<file path="src/rtl/stack_pkg.sv">
// stack_pkg: constants and types shared between the stack logic, the stack
// renderer and the preview renderer.
//   - VGA geometry (visible area, total lines)
//   - block geometry and maximum stack depth
//   - 2-bit colour index to RRRGGGBB palette
//   - line-setup FSM state type
package stack_pkg;

    localparam int H_VISIBLE  = 640;
    localparam int V_VISIBLE  = 480;
    localparam int V_TOTAL    = 525;

    localparam int BLK_W      = 30;
    localparam int BLK_H      = 20;
    localparam int MAX_BLOCKS = 16;

    localparam logic [7:0] PAL_RED    = 8'hE0;
    localparam logic [7:0] PAL_GREEN  = 8'h1C;
    localparam logic [7:0] PAL_BLUE   = 8'h03;
    localparam logic [7:0] PAL_YELLOW = 8'hFC;

    typedef enum logic [1:0] {
        ST_IDLE,
        ST_DIV,
        ST_DONE
    } setup_state_t;

    function automatic logic [7:0] palette(input logic [1:0] idx);
        logic [7:0] c;
        case (idx)
            2'b00:   c = PAL_RED;
            2'b01:   c = PAL_GREEN;
            2'b10:   c = PAL_BLUE;
            default: c = PAL_YELLOW;
        endcase
        return c;
    endfunction

endpackage

</file>
<file path="src/rtl/seq_div10.sv">
// seq_div10: 10-bit by 5-bit restoring divider, one quotient bit per clock.
//   clk, rst      : clock, asynchronous active-low reset
//   start         : load operands and begin (restarts a running divide)
//   dividend      : 10-bit unsigned dividend
//   divisor       : 5-bit unsigned divisor, must be non-zero
//   quot          : quotient, valid from done onwards until the next start
//   done          : one-cycle pulse after the tenth iteration
module seq_div10
    import stack_pkg::*;
(
    input  logic       clk,
    input  logic       rst,
    input  logic       start,
    input  logic [9:0] dividend,
    input  logic [4:0] divisor,
    output logic [9:0] quot,
    output logic       done
);

    logic [9:0] dvd_q;
    logic [9:0] quot_q;
    logic [4:0] rem_q;
    logic [3:0] cnt_q;
    logic       done_q;

    logic [5:0] rem_sh;
    logic       ge;
    logic [5:0] rem_sub;

    // The remainder is always below the divisor, so 5 bits hold it and the
    // shifted trial value needs only one extra bit.
    always_comb begin
        rem_sh  = {rem_q, dvd_q[9]};
        ge      = (rem_sh >= {1'b0, divisor});
        rem_sub = rem_sh - {1'b0, divisor};
    end

    always_ff @(posedge clk or negedge rst) begin
        if (!rst) begin
            dvd_q  <= '0;
            quot_q <= '0;
            rem_q  <= '0;
            cnt_q  <= '0;
            done_q <= 1'b0;
        end else if (start) begin
            dvd_q  <= dividend;
            quot_q <= '0;
            rem_q  <= '0;
            cnt_q  <= 4'd10;
            done_q <= 1'b0;
        end else if (cnt_q != 4'd0) begin
            dvd_q  <= {dvd_q[8:0], 1'b0};
            rem_q  <= ge ? rem_sub[4:0] : rem_sh[4:0];
            quot_q <= {quot_q[8:0], ge};
            cnt_q  <= cnt_q - 4'd1;
            done_q <= (cnt_q == 4'd1);
        end else begin
            done_q <= 1'b0;
        end
    end

    assign quot = quot_q;
    assign done = done_q;

endmodule

</file>
<file path="src/rtl/stack_renderer.sv">
// stack_renderer: pixel-side renderer for the block stack.
// Snapshots the stack state once per frame (start of vertical blank), works
// out during each horizontal blank which block covers the next scanline, and
// emits a registered RRRGGGBB colour plus hit flag for every pixel enable.
//   clk, rst      : 100 MHz clock, asynchronous active-low reset
//   pix_en        : pixel-clock enable (one clk in four)
//   hc, vc        : current pixel column / scanline
//   video_on      : current pixel is in the visible area
//   pos_x, pos_y  : stack left edge / line just below the bottom block
//   height        : number of blocks (clamped to MAX_BLOCKS on snapshot)
//   colors        : 2-bit colour index per block, block 0 in the low bits
//   rgb, hit      : registered pixel colour and inside-a-block flag
module stack_renderer
    import stack_pkg::*;
#(
    parameter int         BLK_W      = stack_pkg::BLK_W,
    parameter int         BLK_H      = stack_pkg::BLK_H,
    parameter int         MAX_BLOCKS = stack_pkg::MAX_BLOCKS,
    parameter int         H_VISIBLE  = stack_pkg::H_VISIBLE,
    parameter int         V_VISIBLE  = stack_pkg::V_VISIBLE,
    parameter int         V_TOTAL    = stack_pkg::V_TOTAL,
    parameter logic [7:0] BG_RGB     = 8'h00
) (
    input  logic                      clk,
    input  logic                      rst,
    input  logic                      pix_en,
    input  logic [9:0]                hc,
    input  logic [9:0]                vc,
    input  logic                      video_on,
    input  logic [9:0]                pos_x,
    input  logic [9:0]                pos_y,
    input  logic [9:0]                height,
    input  logic [2*MAX_BLOCKS-1:0]   colors,
    output logic [7:0]                rgb,
    output logic                      hit
);

    localparam int HW = $clog2(MAX_BLOCKS + 1);
    localparam int IW = $clog2(MAX_BLOCKS);

    // ---------------- frame snapshot ----------------
    logic [9:0]              pos_x_s;
    logic [9:0]              pos_y_s;
    logic [HW-1:0]           height_s;
    logic [2*MAX_BLOCKS-1:0] colors_s;

    logic snap_trig;
    assign snap_trig = pix_en && (hc == 10'd0) && (vc == 10'(V_VISIBLE));

    always_ff @(posedge clk or negedge rst) begin
        if (!rst) begin
            pos_x_s  <= '0;
            pos_y_s  <= '0;
            height_s <= '0;
            colors_s <= '0;
        end else if (snap_trig) begin
            pos_x_s  <= pos_x;
            pos_y_s  <= pos_y;
            height_s <= (height > 10'(MAX_BLOCKS)) ? HW'(MAX_BLOCKS) : height[HW-1:0];
            colors_s <= colors;
        end
    end

    // ---------------- line setup ----------------
    logic              setup_trig;
    logic [9:0]        nv;
    logic signed [10:0] d;

    assign setup_trig = pix_en && (hc == 10'(H_VISIBLE));
    assign nv         = (vc == 10'(V_TOTAL - 1)) ? 10'd0 : vc + 10'd1;
    // Distance in lines from the bottom block's last line up to the target
    // line; negative means the target is below the stack.
    assign d          = $signed({1'b0, pos_y_s}) - $signed({1'b0, nv}) - 11'sd1;

    setup_state_t state_q, state_n;
    logic         div_start;
    logic         div_done;
    logic [9:0]   quot;
    logic         line_empty;
    logic         row_valid;
    logic [1:0]   row_col;
    logic [IW-1:0] blk_idx;

    seq_div10 u_div (
        .clk      (clk),
        .rst      (rst),
        .start    (div_start),
        .dividend (d[9:0]),
        .divisor  (5'(BLK_H)),
        .quot     (quot),
        .done     (div_done)
    );

    // A trigger wins over any in-flight setup: the divider is simply
    // reloaded and the stale result never reaches the row registers.
    always_comb begin
        state_n   = state_q;
        div_start = 1'b0;
        if (setup_trig) begin
            if (d[10]) begin
                state_n = ST_DONE;
            end else begin
                state_n   = ST_DIV;
                div_start = 1'b1;
            end
        end else begin
            case (state_q)
                ST_DIV:  if (div_done) state_n = ST_DONE;
                ST_DONE: state_n = ST_IDLE;
                default: state_n = ST_IDLE;
            endcase
        end
    end

    always_ff @(posedge clk or negedge rst) begin
        if (!rst) state_q <= ST_IDLE;
        else      state_q <= state_n;
    end

    assign blk_idx = quot[IW-1:0];

    always_ff @(posedge clk or negedge rst) begin
        if (!rst) begin
            line_empty <= 1'b1;
            row_valid  <= 1'b0;
            row_col    <= 2'b00;
        end else begin
            if (setup_trig)
                line_empty <= d[10];
            // Row registers change only here so the visible line never sees a
            // half-updated block selection.
            if (state_q == ST_DONE) begin
                row_valid <= !line_empty && (quot < 10'(height_s));
                row_col   <= colors_s[{blk_idx, 1'b0} +: 2];
            end
        end
    end

    // ---------------- pixel stage ----------------
    logic [10:0] hc_x, x_lo, x_hi;
    logic        hit_n;

    // 11-bit so a stack near the right edge cannot wrap its right bound.
    always_comb begin
        hc_x  = {1'b0, hc};
        x_lo  = {1'b0, pos_x_s};
        x_hi  = x_lo + 11'(BLK_W);
        hit_n = video_on && row_valid && (hc_x >= x_lo) && (hc_x < x_hi);
    end

    always_ff @(posedge clk or negedge rst) begin
        if (!rst) begin
            rgb <= BG_RGB;
            hit <= 1'b0;
        end else if (pix_en) begin
            hit <= hit_n;
            rgb <= hit_n ? palette(row_col) : BG_RGB;
        end
    end

endmodule
</file>
<file path="config.mk">
export PLATFORM = sky130hd
export DESIGN_NAME = stack_renderer
export DESIGN_NICKNAME = d
export VERILOG_FILES = /design/src/rtl/stack_pkg.sv /design/src/rtl/seq_div10.sv /design/src/rtl/stack_renderer.sv
export SDC_FILE = /design/constraint.sdc
export NUM_CORES = 1
export LEC_CHECK = 0
export CAP_MARGIN = 25
export CORE_MARGIN = 2
export CORE_UTILIZATION = 55
export DETAILED_ROUTE_END_ITERATION = 7
export GPL_TIMING_DRIVEN = 0
export PLACE_DENSITY = 0.83
export SYNTH_ARGS = -nofsm -noshare
export SYNTH_HDL_FRONTEND = slang
export SYNTH_SLANG_ARGS = --single-unit
</file>
<file path="constraint.sdc">
create_clock -name clk -period 7.2 [get_ports clk]
set_clock_uncertainty 0.2 [all_clocks]
set_input_delay 1.44 -clock clk [delete_from_list [all_inputs] [get_ports clk]]
set_output_delay 1.44 -clock clk [all_outputs]
set_load 0.02 [all_outputs]
</file>
==> results.md <==
* Antenna violation net count after detailed routing at 0
* P_leak at 3.300 nW
* Initial DRC Count at 216
* Largest net degree at the start of global routing at 54
* Post-synth EDFFs at 0
* CP endpoint kind: register
* Fmax at 0.2041 GHz
* Commonest non-fill, non-tap cell in the layout: dfrtp_1
* GRT Overall Usage at 0.2327
* DIE AREA at 0.01094 sq mm
* Hold crit path type: reg -> reg
* Ys flop type: dfrtp_1
* IO Port Bufs at 94
* Least-Margin Pin Slew at 0.6289 ns
* P per Cell Area at 144.7 mW/mm^2
* Worst r2r path cells at 10
* RSZ-0062 raised after global routing: false
* Critical Path AT at 4.96 ns
* DRC viols at 0
* Core Region at 0.009819 sq mm
* WP data required at 7.27 ns
* First drt pass iteration count at 4
* Post-CTS Setup Inserts at 0
* Initial antenna violation count at 0
* R2r endpoint: rgb[6]$_DFFE_PN0P_
* Maximum capacitance violations at 0
* Layout Nets at 748
* Vias in the first global route at 4356
* Sequential share of the synthesized area at 0.4365
* HPWL after detailed placement at 9.378 mm
* Clock Latency Late Sink at 0.36 ns
* CTS Sinks at 97
* Max IR drop VDD at 0.1808 mV
* Vias/cell at 5.454
* YS warnings at 0
* WHS Path Cells at 2
* Period utilization at 0.6804
* Seq cells post-synth at 97
* Post-Syn Area at 0.005564 sq mm
* Hold wc startpoint: line_empty$_DFFE_PN1P_
* Hold_buf cts at 0
* Internal reg-to-reg setup slack at 4.17 ns
* Slew headroom at 0.5807
* Slew Limit Fails at 0
* Syn_nets at 642
* Worst r2r src: pos_x_s[1]$_DFFE_PN0P_
* Setup-failing EPs final at 0
* Die W at 104.6 microns
* Setup_tns at 0 ns
* Number of buffers created by CTS at 9
* Asr flop ratio synth at 1.000
* Avg Synthesized Cell Area at 10.89 sq um
* I/O pin count at 95
* Placer Congestion at 0.9226
* Global-route wire length before repair at 20.53 mm
* WL/cell at 16.13 microns
* Worst Hold End: line_empty$_DFFE_PN1P_
* Most frequent cells in the layout: dfrtp_1, clkdlybuf4s50_1, nand2_1
* CTS resizes at 0
* Antenna diode count at 0
* Final wirelength at 12.16 mm
* Power Total at 0.9968 mW
* Area delta synth->final at 23.79%
* CTS tree: built
* Yosys cell types at 49
* Min Tclk post-route at 4.899 ns
* Cell Area, Placed at 0.006696 sq mm
* Root Buffer Master: clkbuf_8
* Fillers at 739
* Status: completed
* Share of post-route cells with drive strength above 1 at 0.07890
* Congestion Overflow GR at 0
* FP Rows at 36
* CP Max Fanout at 10
* Post-Route Utilization at 0.7015
* Chip height at 104.6 microns
* Clock Tree Buf Depth at 2
* WHS at 0.2686 ns
* Initial core utilization at 0.5666
* Final hold violation count at 0
* Critical Path Source Type: primary input
* Vias at 4112
* Clk slew on worst S/H paths at 0.09 ns
* H-tree depth at 3
* Critical setup path kind: in -> reg
* Synthesized instance count at 511
* Design area at 0.006888 sq mm
[stage by stage]
step,cells,setup slack (ns)
3_3_place_gp,738,1.029
5_1_grt,754,2.078
3_5_place_dp,739,1.944
6_report,754,2.301
4_1_cts,754,2.321
2_1_floorplan,511,2.944
[critical path, stage by stage]
cell,delay (ns)
clkdlybuf4s50_1,0.54
inv_1,0.08
ha_1,0.21
nor4b_1,0.14
nand4_1,0.20
nand2_1,0.13
ha_1,0.24
fa_1,0.42
a21oi_1,0.23
o22ai_1,0.17
a211o_1,0.30
a21oi_2,0.36
nor2_8,0.11
buf_6,0.18
a211oi_1,0.21
[registers in the layout, summed over array words and instances, names as in the netlist]
name	count
colors_s	32
pos_x_s	10
pos_y_s	10
u_div.dvd_q	10
u_div.quot	10
height_s	5
u_div.rem_q	5
u_div.cnt_q	4
rgb	3
row_col	2
state_q	2
hit	1
line_empty	1
row_valid	1
u_div.done	1
[worst max path at each step]
stage                      from                    endpoint  slack, ns
after floorplan           vc[0]  u_div.dvd_q[1]$_DFFE_PN0P_       2.94
after global placement      rst      pos_x_s[5]$_DFFE_PN0P_       1.03
after detailed placement  vc[0]   u_div.quot[0]$_DFFE_PN0P_       1.94
after CTS                 vc[0]   u_div.quot[0]$_DFFE_PN0P_       2.32
after global routing      vc[0]   u_div.quot[0]$_DFFE_PN0P_       2.08
final                     vc[0]   u_div.quot[0]$_DFFE_PN0P_       2.30
[cell type report]
type                       count  area [sq um]  share of cell area
tap                          133         166.4             0.02416
multi-input combinational    359          2860              0.4153
clock inverter                 5         63.81            0.009264
sequential                    97          2429              0.3526
buffer                        21         147.6             0.02144
inverter                      34         127.6             0.01853
timing repair buffer          95         965.9              0.1402
clock buffer                  10         127.6             0.01853
[cell families (layout without fill, tap and decap cells)]
kind of cell | after synthesis | count (layout) | share of synthesized area
DFF | 97 | 97 | 0.4365
xor gates and xnor gates | 25 | 25 | 0.03935
buffers and inverters | 55 | 165 | 0.04947
adders and majority gates | 45 | 45 | 0.1025
and+or+nand+nor | 131 | 131 | 0.1185
AOI/OAI and AO/OA | 85 | 85 | 0.08995
muxes | 73 | 73 | 0.1637
[where the power goes]
part / switching [mW] / total [mW] / internal [mW]
logic: 0.0416 / 0.0978 / 0.0561
registers: 0.000166 / 0.545 / 0.545
clock network: 0.192 / 0.354 / 0.162
[Yosys cell counts (4+ instances only)]
library cell | count | share of area
a211oi_1 | 5 | 0.0067
a21o_1 | 5 | 0.0067
a21oi_1 | 25 | 0.022
buf_2 | 4 | 0.0036
buf_4 | 7 | 0.0094
buf_6 | 5 | 0.010
clkbuf_1 | 5 | 0.0034
dfrtp_1 | 96 | 0.43
ha_1 | 44 | 0.099
inv_1 | 34 | 0.023
mux2_1 | 43 | 0.087
mux2i_1 | 19 | 0.034
mux4_2 | 10 | 0.040
nand2_1 | 59 | 0.040
nand2b_1 | 5 | 0.0056
nand3_1 | 8 | 0.0072
nand4_1 | 7 | 0.0079
nor2_1 | 20 | 0.013
nor2b_1 | 4 | 0.0045
nor3_1 | 8 | 0.0072
o21ai_0 | 31 | 0.028
o22ai_1 | 6 | 0.0067
xnor2_1 | 17 | 0.027
xor2_1 | 8 | 0.013
[routing by layer]
layer | part of all wire | up-vias | global-route usage
li1 | - | 2017 | -
met1 | 0.45 | 1986 | 0.2940
met2 | 0.49 | 86 | 0.4006
met3 | 0.036 | 23 | 0.04367
met4 | 0.022 | 0 | 0.08381
met5 | 0 | - | 0
(Power assumes the default switching activity.)
